File: src/rtl/umstr_axil_reg_if_rd_mstr.sv
// Register-interface to AXI-Lite read master.
// Turns single-word register reads into AXI-Lite AR/R transactions. The
// requester is held off with reg_rd_wait while a read is in flight. A response
// timeout returns TIMEOUT_DATA with an error, and the abandoned AXI transaction
// is then drained so the channel stays compliant.
module umstr_axil_reg_if_rd_mstr #(
  parameter int                    DATA_WIDTH   = 32,
  parameter int                    ADDR_WIDTH   = 32,
  parameter logic [2:0]            ARPROT       = 3'b000,
  parameter int                    TIMEOUT      = 64,
  parameter logic [DATA_WIDTH-1:0] TIMEOUT_DATA = {DATA_WIDTH{1'b1}}
) (
  input  logic                  clk,
  input  logic                  rst,
  input  logic [ADDR_WIDTH-1:0] reg_rd_addr,
  input  logic                  reg_rd_en,
  output logic [DATA_WIDTH-1:0] reg_rd_data,
  output logic                  reg_rd_wait,
  output logic                  reg_rd_ack,
  output logic                  reg_rd_err,
  output logic                  timeout_evt,
  output logic [ADDR_WIDTH-1:0] m_axil_araddr,
  output logic [2:0]            m_axil_arprot,
  output logic                  m_axil_arvalid,
  input  logic                  m_axil_arready,
  input  logic [DATA_WIDTH-1:0] m_axil_rdata,
  input  logic [1:0]            m_axil_rresp,
  input  logic                  m_axil_rvalid,
  output logic                  m_axil_rready
);

  localparam int             CNT_W    = (TIMEOUT > 1) ? $clog2(TIMEOUT + 1) : 1;
  localparam logic [CNT_W-1:0] CNT_LOAD = CNT_W'(TIMEOUT);
  localparam bit             TO_EN    = (TIMEOUT > 0);

  typedef enum logic [2:0] {
    IDLE,
    ADDR,
    DATA,
    RESP,
    DRAIN
  } state_t;

  state_t                state_q, state_d;
  logic [ADDR_WIDTH-1:0] araddr_q, araddr_d;
  logic                  arvalid_q, arvalid_d;
  logic                  rready_q, rready_d;
  logic [DATA_WIDTH-1:0] data_q, data_d;
  logic                  ack_q, ack_d;
  logic                  err_q, err_d;
  logic                  wait_q, wait_d;
  logic                  tmo_q, tmo_d;
  logic [CNT_W-1:0]      cnt_q, cnt_d;
  logic                  expire;

  // The budget runs out on the stall cycle that sees a count of one.
  assign expire = TO_EN && (cnt_q == CNT_W'(1));

  // Next-state and next-output logic; every output is registered below.
  always_comb begin
    // NOTE: every signal gets a default before the case so no path can infer a latch.
    state_d   = state_q;
    araddr_d  = araddr_q;
    arvalid_d = arvalid_q;
    rready_d  = rready_q;
    data_d    = data_q;
    err_d     = err_q;
    cnt_d     = cnt_q;
    ack_d     = 1'b0;
    tmo_d     = 1'b0;

    case (state_q)
      IDLE: begin
        if (reg_rd_en) begin
          araddr_d  = reg_rd_addr;
          arvalid_d = 1'b1;
          cnt_d     = CNT_LOAD;
          state_d   = ADDR;
        end
      end
      ADDR: begin
        // A handshake in the expiry cycle wins over the timeout.
        if (m_axil_arready) begin
          arvalid_d = 1'b0;
          rready_d  = 1'b1;
          state_d   = DATA;
        end else if (expire) begin
          data_d  = TIMEOUT_DATA;
          err_d   = 1'b1;
          ack_d   = 1'b1;
          tmo_d   = 1'b1;
          cnt_d   = '0;
          state_d = DRAIN;
        end else if (TO_EN) begin
          cnt_d = cnt_q - CNT_W'(1);
        end
      end
      DATA: begin
        if (m_axil_rvalid) begin
          data_d   = m_axil_rdata;
          err_d    = (m_axil_rresp != 2'b00);
          rready_d = 1'b0;
          ack_d    = 1'b1;
          state_d  = RESP;
        end else if (expire) begin
          data_d  = TIMEOUT_DATA;
          err_d   = 1'b1;
          ack_d   = 1'b1;
          tmo_d   = 1'b1;
          cnt_d   = '0;
          state_d = DRAIN;
        end else if (TO_EN) begin
          cnt_d = cnt_q - CNT_W'(1);
        end
      end
      RESP: begin
        // Gap cycle: the requester's still-high reg_rd_en is ignored here.
        state_d = IDLE;
      end
      DRAIN: begin
        // Finish the abandoned transaction and discard its R beat.
        if (arvalid_q) begin
          if (m_axil_arready) begin
            arvalid_d = 1'b0;
            rready_d  = 1'b1;
          end
        end else if (m_axil_rvalid) begin
          rready_d = 1'b0;
          state_d  = IDLE;
        end
      end
      default: state_d = IDLE;
    endcase

    wait_d = (state_d == ADDR) || (state_d == DATA);
  end

  // State and output registers with synchronous reset.
  always_ff @(posedge clk) begin
    // NOTE: sequential state uses non-blocking assignments so all registers update together.
    if (rst) begin
      state_q   <= IDLE;
      araddr_q  <= '0;
      arvalid_q <= 1'b0;
      rready_q  <= 1'b0;
      data_q    <= '0;
      ack_q     <= 1'b0;
      err_q     <= 1'b0;
      wait_q    <= 1'b0;
      tmo_q     <= 1'b0;
      cnt_q     <= '0;
    end else begin
      state_q   <= state_d;
      araddr_q  <= araddr_d;
      arvalid_q <= arvalid_d;
      rready_q  <= rready_d;
      data_q    <= data_d;
      ack_q     <= ack_d;
      err_q     <= err_d;
      wait_q    <= wait_d;
      tmo_q     <= tmo_d;
      cnt_q     <= cnt_d;
    end
  end

  assign reg_rd_data    = data_q;
  assign reg_rd_wait    = wait_q;
  assign reg_rd_ack     = ack_q;
  assign reg_rd_err     = err_q;
  assign timeout_evt    = tmo_q;
  assign m_axil_araddr  = araddr_q;
  assign m_axil_arprot  = ARPROT;
  assign m_axil_arvalid = arvalid_q;
  assign m_axil_rready  = rready_q;

endmodule

File: config.mk
export PLATFORM = sky130hd
export DESIGN_NAME = umstr_axil_reg_if_rd_mstr
export DESIGN_NICKNAME = d
export VERILOG_FILES = /design/src/rtl/umstr_axil_reg_if_rd_mstr.sv
export SDC_FILE = /design/constraint.sdc
export NUM_CORES = 1
export LEC_CHECK = 0
export CAP_MARGIN = 0
export CORE_MARGIN = 2
export CORE_UTILIZATION = 30
export DETAILED_ROUTE_END_ITERATION = 10
export GPL_ROUTABILITY_DRIVEN = 0
export PLACE_DENSITY_LB_ADDON = 0.08
export SETUP_SLACK_MARGIN = 0.3
export SYNTH_ARGS = -nofsm -noshare
export SYNTH_HDL_FRONTEND = slang
export SYNTH_SLANG_ARGS = --single-unit
File: constraint.sdc
create_clock -name clk -period 4.5 [get_ports clk]
set_input_delay 0.675 -clock clk [delete_from_list [all_inputs] [get_ports clk]]
set_output_delay 0.675 -clock clk [all_outputs]
set_load 0.02 [all_outputs]
==> results.sh <==
export IMPL_run_status="complete, no violations"
export IMPL_post_route_util_pct=46.2
export IMPL_combinational_family_with_the_most_area_after_synthesis="compound AO/OA/AOI/OAI gates"
export IMPL_hold_path_depth=2
export IMPL_cts_setup_buffers=0
export IMPL_final_min_period_over_clock_period_pct=54.7
export IMPL_worst_path_max_fanout=33
export IMPL_worst_r2r_setup_slack_ns=2.20
export IMPL_postCtsHoldBufs=0
export IMPL_fp_row_count=38
export IMPL_route_detailed_drc=0
export IMPL_cts_path_max_buffers=2
export IMPL_p_switching_uw=526
export IMPL_synth_area_per_cell_sq_um=8.59
export IMPL_inserted_diodes=0
export IMPL_clk_pin_slew_worst_paths_ns=0.08
export IMPL_antenna_found_initial=0
export IMPL_design_die_area_sq_mm=0.0121
export IMPL_postPlaceCellArea_sq_mm=0.00483
export IMPL_share_of_total_power_consumed_by_net_switching_pct=29.7
export IMPL_routedWlPerCell_um=12.9
export IMPL_final_nets=592
export IMPL_maxClockFrequency_mhz=406
export IMPL_reg2reg_depth=5
export IMPL_worst_hold_startpoint="m_axil_araddr[2]"
export IMPL_power_frac_clock_pct=30.7
export IMPL_detailed_routing_iterations_pass_1=4
export IMPL_simple_gate_share_of_the_synthesized_area_pct=18.6
export IMPL_regToRegStartpoint="state_q[0]"
export IMPL_tritoncts="yes"
export IMPL_holdCritPathClass="register to register"
export IMPL_place_hpwl_mm=5.75
export IMPL_buffers_on_ports=140
export IMPL_synth_compound_area_share_pct=22.5
export IMPL_finalClockSkew_ns=0.00886
export IMPL_cellInternalPower_uw=1250
export IMPL_synth_adder_area_share_pct=0.743
export IMPL_drive_gt1_share_pct=11.3
export IMPL_postSynthRegisterBits=80
export IMPL_cts_htree_levels=3
export IMPL_combinational_cell_fraction_of_total_power_pct=23.9
export IMPL_timing_worst_slew_pin_value_ns=1.01
export IMPL_clkLatencyLatePin_ns=0.35
export IMPL_synth_warnings=0
export IMPL_whs_ns=0.454
export IMPL_cts_resized=0
export IMPL_power_density_mw_per_mm2=352
export IMPL_synth_edff_count=0
export IMPL_whs_endpoint="m_axil_araddr[2]"
export IMPL_first_pass_grt_wire_length_mm=13.5
export IMPL_timing_final_max_slew_violations=0
export IMPL_clock_sinks=80
export IMPL_synthesis_area_sq_mm=0.00337
export IMPL_first_global_vias=2858
export IMPL_finalInstanceArea_sq_mm=0.00503
export IMPL_timing_setup_tns_ns=0
export IMPL_grt_overflow=0
export IMPL_required_time_worst_endpoint_ns=4.68
export IMPL_floorplan_die_height_um=110
export IMPL_seqPwrFrac_pct=45.5
export IMPL_timing_final_setup_violations=0
export IMPL_area_growth_pct=49.4
export IMPL_synth_top_flop_cell="sky130_fd_sc_hd__dfxtp_1"
export IMPL_initial_core_utilization_pct=30.9
export IMPL_cellLeakagePower_uw=0.00179
export IMPL_global_route_usage_total_pct=14.2
export IMPL_max_cap_viol_count=0
export IMPL_regToRegEndpoint="reg_rd_data[1]"
export IMPL_async_flop_share_pct=0
export IMPL_detail_route_wirelength_mm=8.55
export IMPL_period_needed_ns=2.46
export IMPL_timing_worst_setup_path_type="input pin to register"
export IMPL_worstPathArrival_ns=2.64
export IMPL_vias=2957
export IMPL_worstSetupStartpointType="input pin"
export IMPL_maximum_number_of_pins_on_one_net_before_global_route_repair=77
export IMPL_post_synth_xor_xnor_area_pct=1.30
export IMPL_core_sq_mm=0.0109
export IMPL_grt_setup_unrepaired="false"
export IMPL_numCtsBuffers=9
export IMPL_yosysSeqAreaShare_pct=47.6
export IMPL_floorplan_die_width_um=110
export IMPL_ctsRootBufferMaster="sky130_fd_sc_hd__clkbuf_8"
export IMPL_cp_end_kind="register"
export IMPL_vias_per_cell=4.45
export IMPL_drtIter0Drc=160
export IMPL_power_total_uw=1770
export IMPL_slew_headroom_pct=32.4
export IMPL_number_of_cells_produced_by_synthesis=392
export IMPL_post_synth_num_cell_types=43
export IMPL_vdd_ir_drop_max_uv=155
export IMPL_timing_hold_violations_final=0
export IMPL_route_antenna_remaining_nets=0
export IMPL_top_level_ports=144
export IMPL_synth_area_mux_share_pct=0.297
-- metrics by stage --
| step | instances | setup slack (ns) |
|---|---|---|
| global route | 664 | 1.92 |
| CTS | 664 | 2.04 |
| finish | 664 | 2.04 |
| global placement | 648 | 1.70 |
| floorplan | 394 | 2.66 |
| detailed placement | 648 | 1.67 |
-- critical path: stages --
cell                              delay (ns)
sky130_fd_sc_hd__clkdlybuf4s50_1        0.58
sky130_fd_sc_hd__nor3b_1                0.09
sky130_fd_sc_hd__a41o_1                 0.27
sky130_fd_sc_hd__o21ai_2                0.06
sky130_fd_sc_hd__or2_2                  0.77
sky130_fd_sc_hd__a211oi_1               0.18
-- registers in the layout, indices dropped and copies added (netlist names) --
register,count
state_q,3
reg_rd_ack,1
reg_rd_wait,1
m_axil_araddr,32
cnt_q,7
reg_rd_data,32
m_axil_arvalid,1
reg_rd_err,1
m_axil_rready,1
timeout_evt,1
-- cells by family (layout without fill, tap and decap cells) --
kind of cell	after synthesis	count (layout)
simple gates	144	144
compound gates	91	91
flops	80	80
buf+inv	68	198
xor+xnor	5	5
fa+ha+maj	2	2
other cells	1	3
mux	1	1
-- worst max-delay path by stage --
stage,end,start,cells after the start
finish,reg_rd_data[1],m_axil_arready,6
global route,reg_rd_data[1],m_axil_arready,6
CTS,reg_rd_data[1],m_axil_arready,6
detailed placement,reg_rd_data[1],m_axil_arready,6
global placement,reg_rd_data[1],m_axil_arready,6
floorplan,cnt_q[3],m_axil_rvalid,5
-- synth_stat cells, types with 2 or more instances --
| cell type | instances | area (sq um) |
|---|---|---|
| sky130_fd_sc_hd__nand2_1 | 71 | 267 |
| sky130_fd_sc_hd__ha_1 | 2 | 25.0 |
| sky130_fd_sc_hd__nor2_1 | 45 | 169 |
| sky130_fd_sc_hd__buf_2 | 2 | 10.0 |
| sky130_fd_sc_hd__a21oi_1 | 36 | 180 |
| sky130_fd_sc_hd__a21o_1 | 3 | 22.5 |
| sky130_fd_sc_hd__buf_1 | 3 | 11.3 |
| sky130_fd_sc_hd__xnor2_1 | 5 | 43.8 |
| sky130_fd_sc_hd__a31oi_1 | 3 | 18.8 |
| sky130_fd_sc_hd__buf_4 | 3 | 22.5 |
| sky130_fd_sc_hd__a211oi_1 | 5 | 37.5 |
| sky130_fd_sc_hd__a2111oi_2 | 2 | 30.0 |
| sky130_fd_sc_hd__dfxtp_1 | 80 | 1600 |
| sky130_fd_sc_hd__buf_6 | 4 | 45.0 |
| sky130_fd_sc_hd__clkbuf_1 | 17 | 63.8 |
| sky130_fd_sc_hd__o21ai_0 | 4 | 20.0 |
| sky130_fd_sc_hd__inv_1 | 39 | 146 |
| sky130_fd_sc_hd__nand3_1 | 4 | 20.0 |
| sky130_fd_sc_hd__a211oi_2 | 30 | 375 |
| sky130_fd_sc_hd__nand2b_1 | 4 | 25.0 |
| sky130_fd_sc_hd__nor3_1 | 8 | 40.0 |
-- cell usage in the layout (no fill, tap or decap), types with 2 or more instances in the layout --
master | Yosys | routed
sky130_fd_sc_hd__clkdlybuf4s50_1 | 0 | 139
sky130_fd_sc_hd__dfxtp_1 | 80 | 80
sky130_fd_sc_hd__nand2_1 | 71 | 71
sky130_fd_sc_hd__nor2_1 | 45 | 45
sky130_fd_sc_hd__inv_1 | 39 | 39
sky130_fd_sc_hd__a21oi_1 | 36 | 36
sky130_fd_sc_hd__a211oi_2 | 30 | 30
sky130_fd_sc_hd__clkbuf_8 | 0 | 10
sky130_fd_sc_hd__nor3_1 | 8 | 8
sky130_fd_sc_hd__xnor2_1 | 5 | 5
sky130_fd_sc_hd__a211oi_1 | 5 | 5
sky130_fd_sc_hd__nand2b_1 | 4 | 4
sky130_fd_sc_hd__nand3_1 | 4 | 4
sky130_fd_sc_hd__o21ai_0 | 4 | 4
sky130_fd_sc_hd__buf_4 | 3 | 4
sky130_fd_sc_hd__a21o_1 | 3 | 3
sky130_fd_sc_hd__a31oi_1 | 3 | 3
sky130_fd_sc_hd__conb_1 | 1 | 3
sky130_fd_sc_hd__a2111oi_2 | 2 | 2
sky130_fd_sc_hd__ha_1 | 2 | 2
sky130_fd_sc_hd__clkinv_2 | 0 | 2
sky130_fd_sc_hd__clkinv_4 | 0 | 2
-- layer usage --
metal / wire length [um] / share of wire, % / global-route usage, % / vias to the layer above
li1: - / - / - / 1538
met5: 0 / 0 / 0 / -
met1: 3880 / 45 / 17.7 / 1307
met4: 84 / 0.98 / 4.61 / 0
met2: 3750 / 44 / 22.3 / 102
met3: 832 / 9.7 / 5.69 / 10
-- power by group through the flow --
stage	clock network [uW]	registers (uW)	logic, uW
finish	544	806	423
global route	595	814	462
CTS	572	806	428
detailed placement	0	822	426
global placement	0	821	424
floorplan	0	864	199
-- layout make-up --
cell class	instances	area, sq um
sequential	80	1600
multi-input combinational	246	1480
inverter	39	146
fill	1087	5860
clock inverter	6	66.3
clock buffer	10	138
timing repair buffer	143	1420
tap	140	175
(Power assumes the default switching activity.)
